File: src/rtl/cache_pkg.sv
// Shared FSM state type, default geometry and address-field width helpers for the set-associative cache.
// Zero-width fields (index of a fully associative cache) are carried as 1 bit and tied to zero.
package cache_pkg;
  localparam int DEF_ADDR_W = 10;
  localparam int DEF_DATA_W = 32;
  localparam int DEF_WORDS  = 4;
  localparam int DEF_SETS   = 2;
  localparam int DEF_WAYS   = 2;

  typedef enum logic [1:0] {S_IDLE, S_WB, S_FILL, S_RESP} state_t;

  function automatic int off_w(input int words);
    return $clog2(words);
  endfunction

  function automatic int idx_w(input int sets);
    return $clog2(sets);
  endfunction

  function automatic int tag_w(input int addr_w, input int words, input int sets);
    return addr_w - 2 - $clog2(words) - $clog2(sets);
  endfunction

  function automatic int safe_w(input int w);
    return (w > 0) ? w : 1;
  endfunction
endpackage

File: src/rtl/cache_lru.sv
// True-LRU age tracker: per-set ages, 0 = MRU, WAYS-1 = victim; ages always form a permutation.
// Touch takes effect on the next rising edge; victim lookup is combinational; no backpressure.
module cache_lru
  import cache_pkg::*;
#(
  parameter  int SETS   = DEF_SETS,
  parameter  int WAYS   = DEF_WAYS,
  localparam int IDX_SW = safe_w(idx_w(SETS)),
  localparam int WAY_SW = safe_w($clog2(WAYS))
) (
  input  logic              clk,
  input  logic              reset,
  input  logic              touch,
  input  logic [IDX_SW-1:0] set_idx,
  input  logic [WAY_SW-1:0] way,
  output logic [WAY_SW-1:0] victim
);
  logic [WAY_SW-1:0] age [SETS][WAYS];
  logic [WAY_SW-1:0] old_age;

  assign old_age = age[set_idx][way];

  always_ff @(posedge clk or posedge reset) begin
    if (reset) begin
      for (int s = 0; s < SETS; s++)
        for (int w = 0; w < WAYS; w++)
          age[s][w] <= WAY_SW'(w);
    end else if (touch) begin
      for (int w = 0; w < WAYS; w++) begin
        if (WAY_SW'(w) == way)
          age[set_idx][w] <= '0;
        else if (age[set_idx][w] < old_age)
          age[set_idx][w] <= age[set_idx][w] + WAY_SW'(1);
      end
    end
  end

  always_comb begin
    victim = '0;
    for (int w = 0; w < WAYS; w++)
      if (age[set_idx][w] == WAY_SW'(WAYS - 1)) victim = WAY_SW'(w);
  end
endmodule

File: src/rtl/set_assoc_cache.sv
// N-way write-back/write-allocate cache, true LRU; hit acks 1 cycle after accept, miss 1 cycle after last mem_ack.
// cpu_ready is low outside IDLE (requests ignored, not queued); CACHE_STATS_EN adds hit/miss/write-back counters.
module set_assoc_cache
  import cache_pkg::*;
#(
  parameter  int ADDR_W = DEF_ADDR_W,
  parameter  int DATA_W = DEF_DATA_W,
  parameter  int WORDS  = DEF_WORDS,
  parameter  int SETS   = DEF_SETS,
  parameter  int WAYS   = DEF_WAYS,
  localparam int OFF_W  = off_w(WORDS),
  localparam int IDX_W  = idx_w(SETS),
  localparam int TAG_W  = tag_w(ADDR_W, WORDS, SETS),
  localparam int BLK_W  = DATA_W * WORDS,
  localparam int IDX_SW = safe_w(IDX_W),
  localparam int WAY_SW = safe_w($clog2(WAYS)),
  localparam int LO_W   = ADDR_W - TAG_W
) (
  input  logic              clk,
  input  logic              reset,
  input  logic              cpu_req,
  input  logic              cpu_we,
  input  logic [ADDR_W-1:0] cpu_addr,
  input  logic [DATA_W-1:0] cpu_wdata,
  output logic              cpu_ready,
  output logic              cpu_ack,
  output logic [DATA_W-1:0] cpu_rdata,
  output logic              cpu_hit,
  output logic              mem_req,
  output logic              mem_we,
  output logic [ADDR_W-1:0] mem_addr,
  output logic [BLK_W-1:0]  mem_wdata,
  input  logic [BLK_W-1:0]  mem_rdata,
  input  logic              mem_ack
`ifdef CACHE_STATS_EN
  ,
  output logic [31:0]       hit_cnt,
  output logic [31:0]       miss_cnt,
  output logic [31:0]       wb_cnt
`endif
);
  state_t state, state_nxt;

  logic              req_we;
  logic [ADDR_W-1:0] req_addr;
  logic [DATA_W-1:0] req_wdata;
  logic [WAY_SW-1:0] vic_way;

  logic [TAG_W-1:0]  tag_arr   [SETS][WAYS];
  logic [DATA_W-1:0] data_arr  [SETS][WAYS][WORDS];
  logic [WAYS-1:0]   valid_arr [SETS];
  logic [WAYS-1:0]   dirty_arr [SETS];

  logic [TAG_W-1:0]  cpu_tag, req_tag;
  logic [OFF_W-1:0]  cpu_off, req_off;
  logic [IDX_SW-1:0] cpu_idx, req_idx, lru_set;
  logic              hit, inv_found, vic_dirty, accept, fill_done;
  logic [WAY_SW-1:0] hit_way, inv_way, lru_victim, vic_sel, lru_way;
  logic [ADDR_W-1:0] fill_addr, wb_addr;
  logic              unused_bits;

  assign cpu_tag     = cpu_addr[ADDR_W-1 -: TAG_W];
  assign req_tag     = req_addr[ADDR_W-1 -: TAG_W];
  assign cpu_off     = cpu_addr[2 +: OFF_W];
  assign req_off     = req_addr[2 +: OFF_W];
  assign unused_bits = ^{cpu_addr[1:0], req_addr[1:0]};

  generate
    if (IDX_W > 0) begin : g_idx
      assign cpu_idx = cpu_addr[2+OFF_W +: IDX_SW];
      assign req_idx = req_addr[2+OFF_W +: IDX_SW];
    end else begin : g_no_idx
      assign cpu_idx = '0;
      assign req_idx = '0;
    end
  endgenerate

  assign fill_addr = {req_addr[ADDR_W-1:OFF_W+2], {(OFF_W+2){1'b0}}};
  assign wb_addr   = {tag_arr[req_idx][vic_way], fill_addr[LO_W-1:0]};

  // Descending scan so the lowest-index invalid way wins.
  always_comb begin
    hit       = 1'b0;
    hit_way   = '0;
    inv_found = 1'b0;
    inv_way   = '0;
    for (int w = WAYS - 1; w >= 0; w--) begin
      if (valid_arr[cpu_idx][w] && tag_arr[cpu_idx][w] == cpu_tag) begin
        hit     = 1'b1;
        hit_way = WAY_SW'(w);
      end
      if (!valid_arr[cpu_idx][w]) begin
        inv_found = 1'b1;
        inv_way   = WAY_SW'(w);
      end
    end
  end

  assign vic_sel   = inv_found ? inv_way : lru_victim;
  assign vic_dirty = valid_arr[cpu_idx][vic_sel] & dirty_arr[cpu_idx][vic_sel];
  assign accept    = (state == S_IDLE) && cpu_req;
  assign fill_done = (state == S_FILL) && mem_ack;
  assign lru_set   = (state == S_IDLE) ? cpu_idx : req_idx;
  assign lru_way   = (state == S_IDLE) ? hit_way : vic_way;

  cache_lru #(.SETS(SETS), .WAYS(WAYS)) u_lru (
    .clk     (clk),
    .reset   (reset),
    .touch   ((accept && hit) || fill_done),
    .set_idx (lru_set),
    .way     (lru_way),
    .victim  (lru_victim)
  );

  always_comb begin
    state_nxt = state;
    cpu_ready = 1'b0;
    cpu_ack   = 1'b0;
    mem_req   = 1'b0;
    mem_we    = 1'b0;
    mem_addr  = '0;
    mem_wdata = '0;
    case (state)
      S_IDLE: begin
        cpu_ready = 1'b1;
        if (cpu_req) state_nxt = hit ? S_RESP : (vic_dirty ? S_WB : S_FILL);
      end
      S_WB: begin
        mem_req  = 1'b1;
        mem_we   = 1'b1;
        mem_addr = wb_addr;
        for (int i = 0; i < WORDS; i++)
          mem_wdata[i*DATA_W +: DATA_W] = data_arr[req_idx][vic_way][i];
        if (mem_ack) state_nxt = S_FILL;
      end
      S_FILL: begin
        mem_req  = 1'b1;
        mem_addr = fill_addr;
        if (mem_ack) state_nxt = S_RESP;
      end
      S_RESP: begin
        cpu_ack   = 1'b1;
        state_nxt = S_IDLE;
      end
      default: state_nxt = S_IDLE;
    endcase
  end

  always_ff @(posedge clk or posedge reset) begin
    if (reset) begin
      state     <= S_IDLE;
      req_we    <= 1'b0;
      req_addr  <= '0;
      req_wdata <= '0;
      vic_way   <= '0;
      cpu_rdata <= '0;
      cpu_hit   <= 1'b0;
      for (int s = 0; s < SETS; s++) begin
        valid_arr[s] <= '0;
        dirty_arr[s] <= '0;
      end
    end else begin
      state <= state_nxt;
      if (accept) begin
        req_we    <= cpu_we;
        req_addr  <= cpu_addr;
        req_wdata <= cpu_wdata;
        vic_way   <= vic_sel;
        if (hit) begin
          cpu_hit   <= 1'b1;
          cpu_rdata <= cpu_we ? cpu_wdata : data_arr[cpu_idx][hit_way][cpu_off];
          if (cpu_we) dirty_arr[cpu_idx][hit_way] <= 1'b1;
        end
      end
      if (fill_done) begin
        cpu_hit   <= 1'b0;
        cpu_rdata <= req_we ? req_wdata : mem_rdata[req_off*DATA_W +: DATA_W];
        valid_arr[req_idx][vic_way] <= 1'b1;
        dirty_arr[req_idx][vic_way] <= req_we;
      end
    end
  end

  // Tag and data storage are left uninitialised; valid bits gate every use.
  always_ff @(posedge clk) begin
    if (accept && hit && cpu_we)
      data_arr[cpu_idx][hit_way][cpu_off] <= cpu_wdata;
    if (fill_done) begin
      tag_arr[req_idx][vic_way] <= req_tag;
      for (int i = 0; i < WORDS; i++)
        data_arr[req_idx][vic_way][i] <= (req_we && OFF_W'(i) == req_off) ?
                                         req_wdata : mem_rdata[i*DATA_W +: DATA_W];
    end
  end

`ifdef CACHE_STATS_EN
  always_ff @(posedge clk or posedge reset) begin
    if (reset) begin
      hit_cnt  <= '0;
      miss_cnt <= '0;
      wb_cnt   <= '0;
    end else begin
      if (cpu_ack && cpu_hit)           hit_cnt  <= hit_cnt + 32'd1;
      if (cpu_ack && !cpu_hit)          miss_cnt <= miss_cnt + 32'd1;
      if ((state == S_WB) && mem_ack)   wb_cnt   <= wb_cnt + 32'd1;
    end
  end
`endif
endmodule

File: config.mk
export PLATFORM = sky130hd
export DESIGN_NAME = set_assoc_cache
export DESIGN_NICKNAME = d
export VERILOG_FILES = /design/src/rtl/cache_pkg.sv /design/src/rtl/cache_lru.sv /design/src/rtl/set_assoc_cache.sv
export SDC_FILE = /design/constraint.sdc
export NUM_CORES = 1
export LEC_CHECK = 0
export BUFFER_PORTS_ARGS = -buffer_cell sky130_fd_sc_hd__buf_2
export CAP_MARGIN = 5
export CORE_MARGIN = 2
export CORE_UTILIZATION = 50
export DETAILED_ROUTE_END_ITERATION = 6
export PLACE_DENSITY = 0.75
export RECOVER_POWER = 50
export SLEW_MARGIN = 5
export SYNTH_ARGS = -nofsm -noshare
export SYNTH_HDL_FRONTEND = slang
export SYNTH_SLANG_ARGS = --single-unit
File: constraint.sdc
create_clock -name clk -period 6.8 [get_ports clk]
set_input_delay 0.68 -clock clk [delete_from_list [all_inputs] [get_ports clk]]
set_output_delay 0.68 -clock clk [all_outputs]
set_load 0.02 [all_outputs]
### Word level (Yosys, flattened, before mapping)

Memory sizes are Yosys's and may differ from the RTL's.
Cells that the tools add are included.

* register bits: 91
* bits in latches: 0
* bits in writable memories: 532
* memory bits (read-only): 0
* input bits: 175
* output and inout bits: 175
* word-level logic and storage cells: 1739
* memories kept: 2

Memories
* data_arr: words 2, width 256, read ports 2, clocked after Yosys merged registers in 0, write ports 1, line set_assoc_cache.sv:50 `logic [DATA_W-1:0] data_arr [SETS][WAYS][WORDS];`
* tag_arr: words 2, width 10, read ports 2, clocked after Yosys merged registers in 0, write ports 1, line set_assoc_cache.sv:49 `logic [TAG_W-1:0] tag_arr [SETS][WAYS];`

* add/subtract/negate cells: 2
* multipliers: 0
* div/mod/pow operators: 0
* order comparisons: 20
* equality and inequality tests: 11
* shift-type cells: 1
* multiplexer cells: 879
* bitwise logic cells: 782
* reduce and logical (&&, ||, !) cells: 27

Operator list (number)
* $mux W256: 7
* $mux W128: 9
* $mux W1: 798
* $or A1 B1 Y1: 768
* $demux W128 S1: 5
* $mux W32: 13
* $reduce_or A256 Y1: 1
* $shiftx A128 B8 Y32: 1
* $mux W96: 1
* $bmux W32 S2: 1
* $demux W32 S2: 1
* $mux W64: 1
* $mux W4: 9
* $mux W2: 17
* $mux W5: 4
* $pmux W10 S2: 1
* $logic_and A1 B1 Y1: 18
* $bwmux W4: 3
* $ge A2 B2 Y1 const B: 6
* $not A1 Y2: 6
* $eq A5 B5 Y1: 2
* $lt A2 B1 Y1 const B: 5
* $mux W10: 1
* $and A4 B4 Y4: 2
* 25 further kinds: 42

### Longest topological paths before layout

* depth in word-level cells: 19
* depth in mapped cells: 13
* depth with buffers taken out: 10

### Modules after synthesis

Synthesis repeated with hierarchy kept, for this count alone.

* cells, all modules: 2248
* area total of the unflattened synthesis: 33109.3 sq um

By module, submodules not included
* set_assoc_cache: instances 1, cells each 2231, area each 32910.3 sq um, sequential area each 18102.4 sq um
* cache_lru: instances 1, cells each 17, area each 198.9 sq um, sequential area each 102.6 sq um

### Worst setup path after synthesis

No wires, ideal clock.

* path type: input port to flip-flop
* start: in cpu_addr[4]
* end: mem data_arr[0][0] in the netlist's numbering (enable)
* library setup time: 0.421 ns
* arrival time: 4.030 ns
* required time: 6.379 ns
* setup slack: 2.349 ns
* stages on the path: 11
* path buffers: 4
* cell sequence: buf_6 > buf_6 > mux2i_1 > xor2_1 > nand4_2 > a211oi_4 > buf_4 > buf_4 > nor2b_1 > a31oi_1 > nor2_1

* word-level cells in the longest chain between the ends: 14
* elaborated cells between the ends (all ways): 24
* classes of those cells: 2 x order compare; 2 x eq/ne; 12 x mux; 2 x bitwise; 5 x reduce/logical; 1 x memory

RTL lines
* start: declaration: line set_assoc_cache.sv:23 `input logic [ADDR_W-1:0] cpu_addr,`
* parallel branches: the longest is 14 deep, another holds $mem_v2 Z2 W10
* end: declaration: line set_assoc_cache.sv:50

Several ways; the timed one is not identified. The select of a mux whose other input is x is not followed.

### Worst setup path after layout

* start: reg req_we
* end: mem data_arr[0][24] in the netlist's numbering (data pin)

* word-level cells in the longest chain between the ends: 6
* elaborated cells between the ends (all ways): 12
* classes of those cells: 8 x mux; 4 x reduce/logical

RTL lines
* start: declaration: line set_assoc_cache.sv:44 `logic req_we;`
* start signal: assignment: line set_assoc_cache.sv:165 `req_we <= cpu_we;`
* $logic_and A1 B1 Y1: line set_assoc_cache.sv:191 `data_arr[req_idx][vic_way][i] <= (req_we && OFF_W'(i) == req_off) ?`
* $mux W32: line set_assoc_cache.sv:191
* $mux W1 (no line) (2 in a row)
* $mux W1 (no line) (*)
* $mux W256 (no line) (*)

Mark *: on every way between the ends. The rest lies on a longest branch, timed or not.

==> results.yml <==
grt:
  grt_pass1_wl_um: 155000
  antenna_found_initial: 2
  first_global_vias: 23400
  grt_remaining_overflow: 0
  gr-usage-all-layers_pct: 31.8
  grt_max_degree: 100
critical_path:
  crit_slowest_cell: "clkbuf_1"
  end_kind: "register"
  cpPeakStageDelay_ns: 1.79
  required_ns: 7.05
  crit_buf_inv: 1
  critPathTopFamily: "buffers and inverters"
  crit_type: "register to register"
  critPathLaunchType: "register"
  path_cells: "clkbuf_1, nand3_4, mux2i_1, a21oi_1"
  arrival_ns: 5.82
  worstPathMaxFanout: 32
die:
  die-area_sq_um: 68000
  rows: 94
  start_util_pct: 50.3
  dieHeight_um: 261
  die_w_um: 261
  coreArea_sq_um: 65500
  ios: 350
route:
  vias: 23400
  wl_met3_um: 13700
  initialDrtViolationCount: 3291
  wl_met2_um: 51600
  dr.pass1.iters: 7
  wl_met1_um: 38600
  drt.antenna.violating_nets: 0
  wirelength_um: 109000
  via_per_inst: 6.76
  wire_per_inst_um: 31.3
  top_layer_used: "met4"
  drc: 0
final_layout:
  multiInputGateArea_sq_um: 13900
  syn_to_final_growth_pct: 13.9
  nFillCells: 5057
  final_nets: 2725
  final_layout_size_suffix_gt1_share_pct: 30.8
  seq_area_sq_um: 18200
synth:
  synthSimpleGateAreaFrac_pct: 6.67
  synth_xor_area_share_pct: 0.319
  async_flop_share_pct: 14.3
  netlist_top_cells_area: "edfxtp_1 (48%), mux4_2 (17%), mux2i_1 (7.4%)"
  synth.distinct_cells: 64
  synth_edf_count: 532
  yosysSeqAreaShare_pct: 55.3
  ys_seq_elements: 621
  syn_area_sq_um: 32900
  synth-adder-area-share_pct: 0.190
  synthDominantCellAreaShare_pct: 48.5
  syn_inst: 2275
  synth_compound_area_share_pct: 7.66
  synth.area.mux_share_pct: 26.7
  synth_top_family_by_area: "multiplexers"
  yosys_warnings: 0
  synth.largest_area_cell: "edfxtp_1"
  synth_top_flop_cell: "edfxtp_1"
  syn_area_per_cell_sq_um: 14.5
clock_network:
  cts_max_level: 3
  cts_tree: "built"
  cts_resized: 0
  clkTransAtPathRegs_ns: 0.06
  postCtsHoldBufs: 0
  numCtsBuffers: 67
  clock_path_buffers: 3
  cts.sinks: 621
  cts_root_buffer: "clkbuf_16"
  post_cts_buffers: 0
  clock_latency_ns: 0.62
hold_path:
  hp-class: "input pin to register"
timing:
  rsz0062_at_grt: "false"
  slew_headroom_pct: -63.1
  period_minus_slack_ns: 5.57
  final-hold-violation-count: 0
  finalSetupViolations: 0
  drv_slew: 234
  worst_pin_slew_ns: 2.45
  clock.fmax_mhz: 179
  tns_ns: 0
  whs_ns: 0.331
  fin_crit_sh_pct: 82.0
  fin_worst_skew_ns: 0.0264
place:
  gp_congestion: 0.873
  io_buffer_count: 343
  dpl.hpwl_um: 69400
run_status:
  status: "complete, but fails checks"
  failed_checks: "max-capacitance violations, max-slew violations"
power_and_ir_drop:
  p_leak_uw: 0.0140
  p_per_area_nw_per_um2: 404
  vdd_ir_drop_max_mv: 0.248
flow_run:
  cap_violations: 6
==> per-stage QoR <==
| stage | total power [uW] | utilization, % | setup WS (ns) | cell area, sq um | cells |
|---|---|---|---|---|---|
| 6_report | 15200 | 57.3 | 1.23 | 37500 | 3465 |
| 5_1_grt | 15700 | 57.3 | 1.25 | 37500 | 3464 |
| 4_1_cts | 15100 | 57.4 | 2.14 | 37600 | 3462 |
| 3_5_place_dp | 11600 | 54.2 | 1.76 | 35500 | 3339 |
| 3_3_place_gp | 11400 | 54.2 | 1.80 | 35500 | 3339 |
| 2_1_floorplan | 9530 | - | 2.35 | 33000 | 2278 |
==> cell type report <==
cell class | count | share of cell area (%)
Inverter | 52 | 0.524
Clock inverter | 27 | 0.550
Tap cell | 864 | 2.88
Sequential cell | 621 | 48.5
Timing Repair Buffer | 389 | 5.49
Multi-Input combinational cell | 1414 | 36.9
Clock buffer | 96 | 5.06
Antenna cell | 2 | 0.0133
==> metal layers <==
layer	GRT usage, %	vias to the layer above
li1	-	9562
met4	14.6	0
met1	41.1	11800
met3	8.94	261
met5	0	-
met2	50.1	1769
==> power breakdown <==
| group | internal [uW] | total [uW] | switching [uW] |
|---|---|---|---|
| logic | 2260 | 5900 | 3640 |
| clock network | 2000 | 3530 | 1530 |
| registers | 5190 | 5730 | 539 |
==> flip-flops by register name, indices dropped and copies added, names as in the netlist <==
signal,count
dirty_arr,4
data_arr,512
req_we,1
cpu_hit,1
u_lru.age,4
req_addr,8
cpu_rdata,32
tag_arr,20
vic_way,1
state,2
req_wdata,32
valid_arr,4
==> cells in the mapped netlist, types with 9 or more instances <==
cell      instances
a21oi_1         245
a221oi_1         13
a222oi_1         10
a31oi_1           9
and2_1          131
buf_1            19
buf_2            19
buf_4            15
clkbuf_1        130
dfrtp_1          87
edfxtp_1        532
inv_1            52
mux2_2           58
mux2i_1         243
mux4_2          250
nand2_1          54
nand3_1          10
nand3b_1         14
nor2_1          150
nor2b_1          23
nor3_1           13
nor4bb_1          9
o211ai_1         15
o21ai_0          37
o22ai_1          28
==> final timing paths <==
check,startpoint,end,slack (ns),cells after the start
min in group asynchronous,reset,cpu_rdata[3],0.40,2
worst min register to register,cpu_hit,cpu_hit,0.50,2
worst max register to register,req_we,data_arr[0][24],1.23,4
worst min-delay path,cpu_wdata[26],req_wdata[26],0.33,2
max in group asynchronous,reset,req_addr[2],4.63,3
worst max-delay path,req_we,data_arr[0][24],1.23,4
==> worst register-to-register path, delay by kind of cell (launching register included) <==
kind / cells / cell delay, ns
buffers and inverters: 1 / 1.81
and+or+nand+nor: 1 / 1.55
muxes: 1 / 0.92
DFF: 1 / 0.75
AOI/OAI and AO/OA: 1 / 0.19
==> placed cells by master (no fill, tap or decap), types with 5 or more instances in the layout <==
cell type   Yosys  layout
a21oi_1       245     245
a221o_1         6       6
a221oi_1       13      13
a222oi_1       10      10
a22oi_1         7       7
a311o_1         8       8
a31oi_1         9       9
and2_1        131     131
buf_2          19     301
buf_4          15      43
clkbuf_1      130      61
clkbuf_16       0      70
clkbuf_8        0       5
clkinv_1        0       6
clkinv_2        0      10
clkinvlp_4      0       5
dfrtp_1        87      84
edfxtp_1      532     532
ha_1            5       5
inv_1          52      51
mux2_2         58      57
mux2i_1       243     243
mux4_2        250     250
nand2_1        54      53
nand2b_1        6       6
nand3_1        10       9
nand3b_1       14      14
nor2_1        150     132
nor2_4          0      18
nor2b_1        23      22
nor3_1         13      13
nor4bb_1        9       9
o211ai_1       15      15
o21ai_0        37      37
o22ai_1        28      28
xnor2_1         8       8
==> cell families (layout without fill, tap and decap cells) <==
group | count (synthesis) | count (layout)
compound gates | 414 | 414
simple gates | 424 | 424
xor+xnor | 12 | 12
mux | 555 | 555
buf+inv | 243 | 564
flops | 621 | 621
fa+ha+maj | 5 | 5
other cells | 1 | 6
Power figures use the tool's default switching activity.
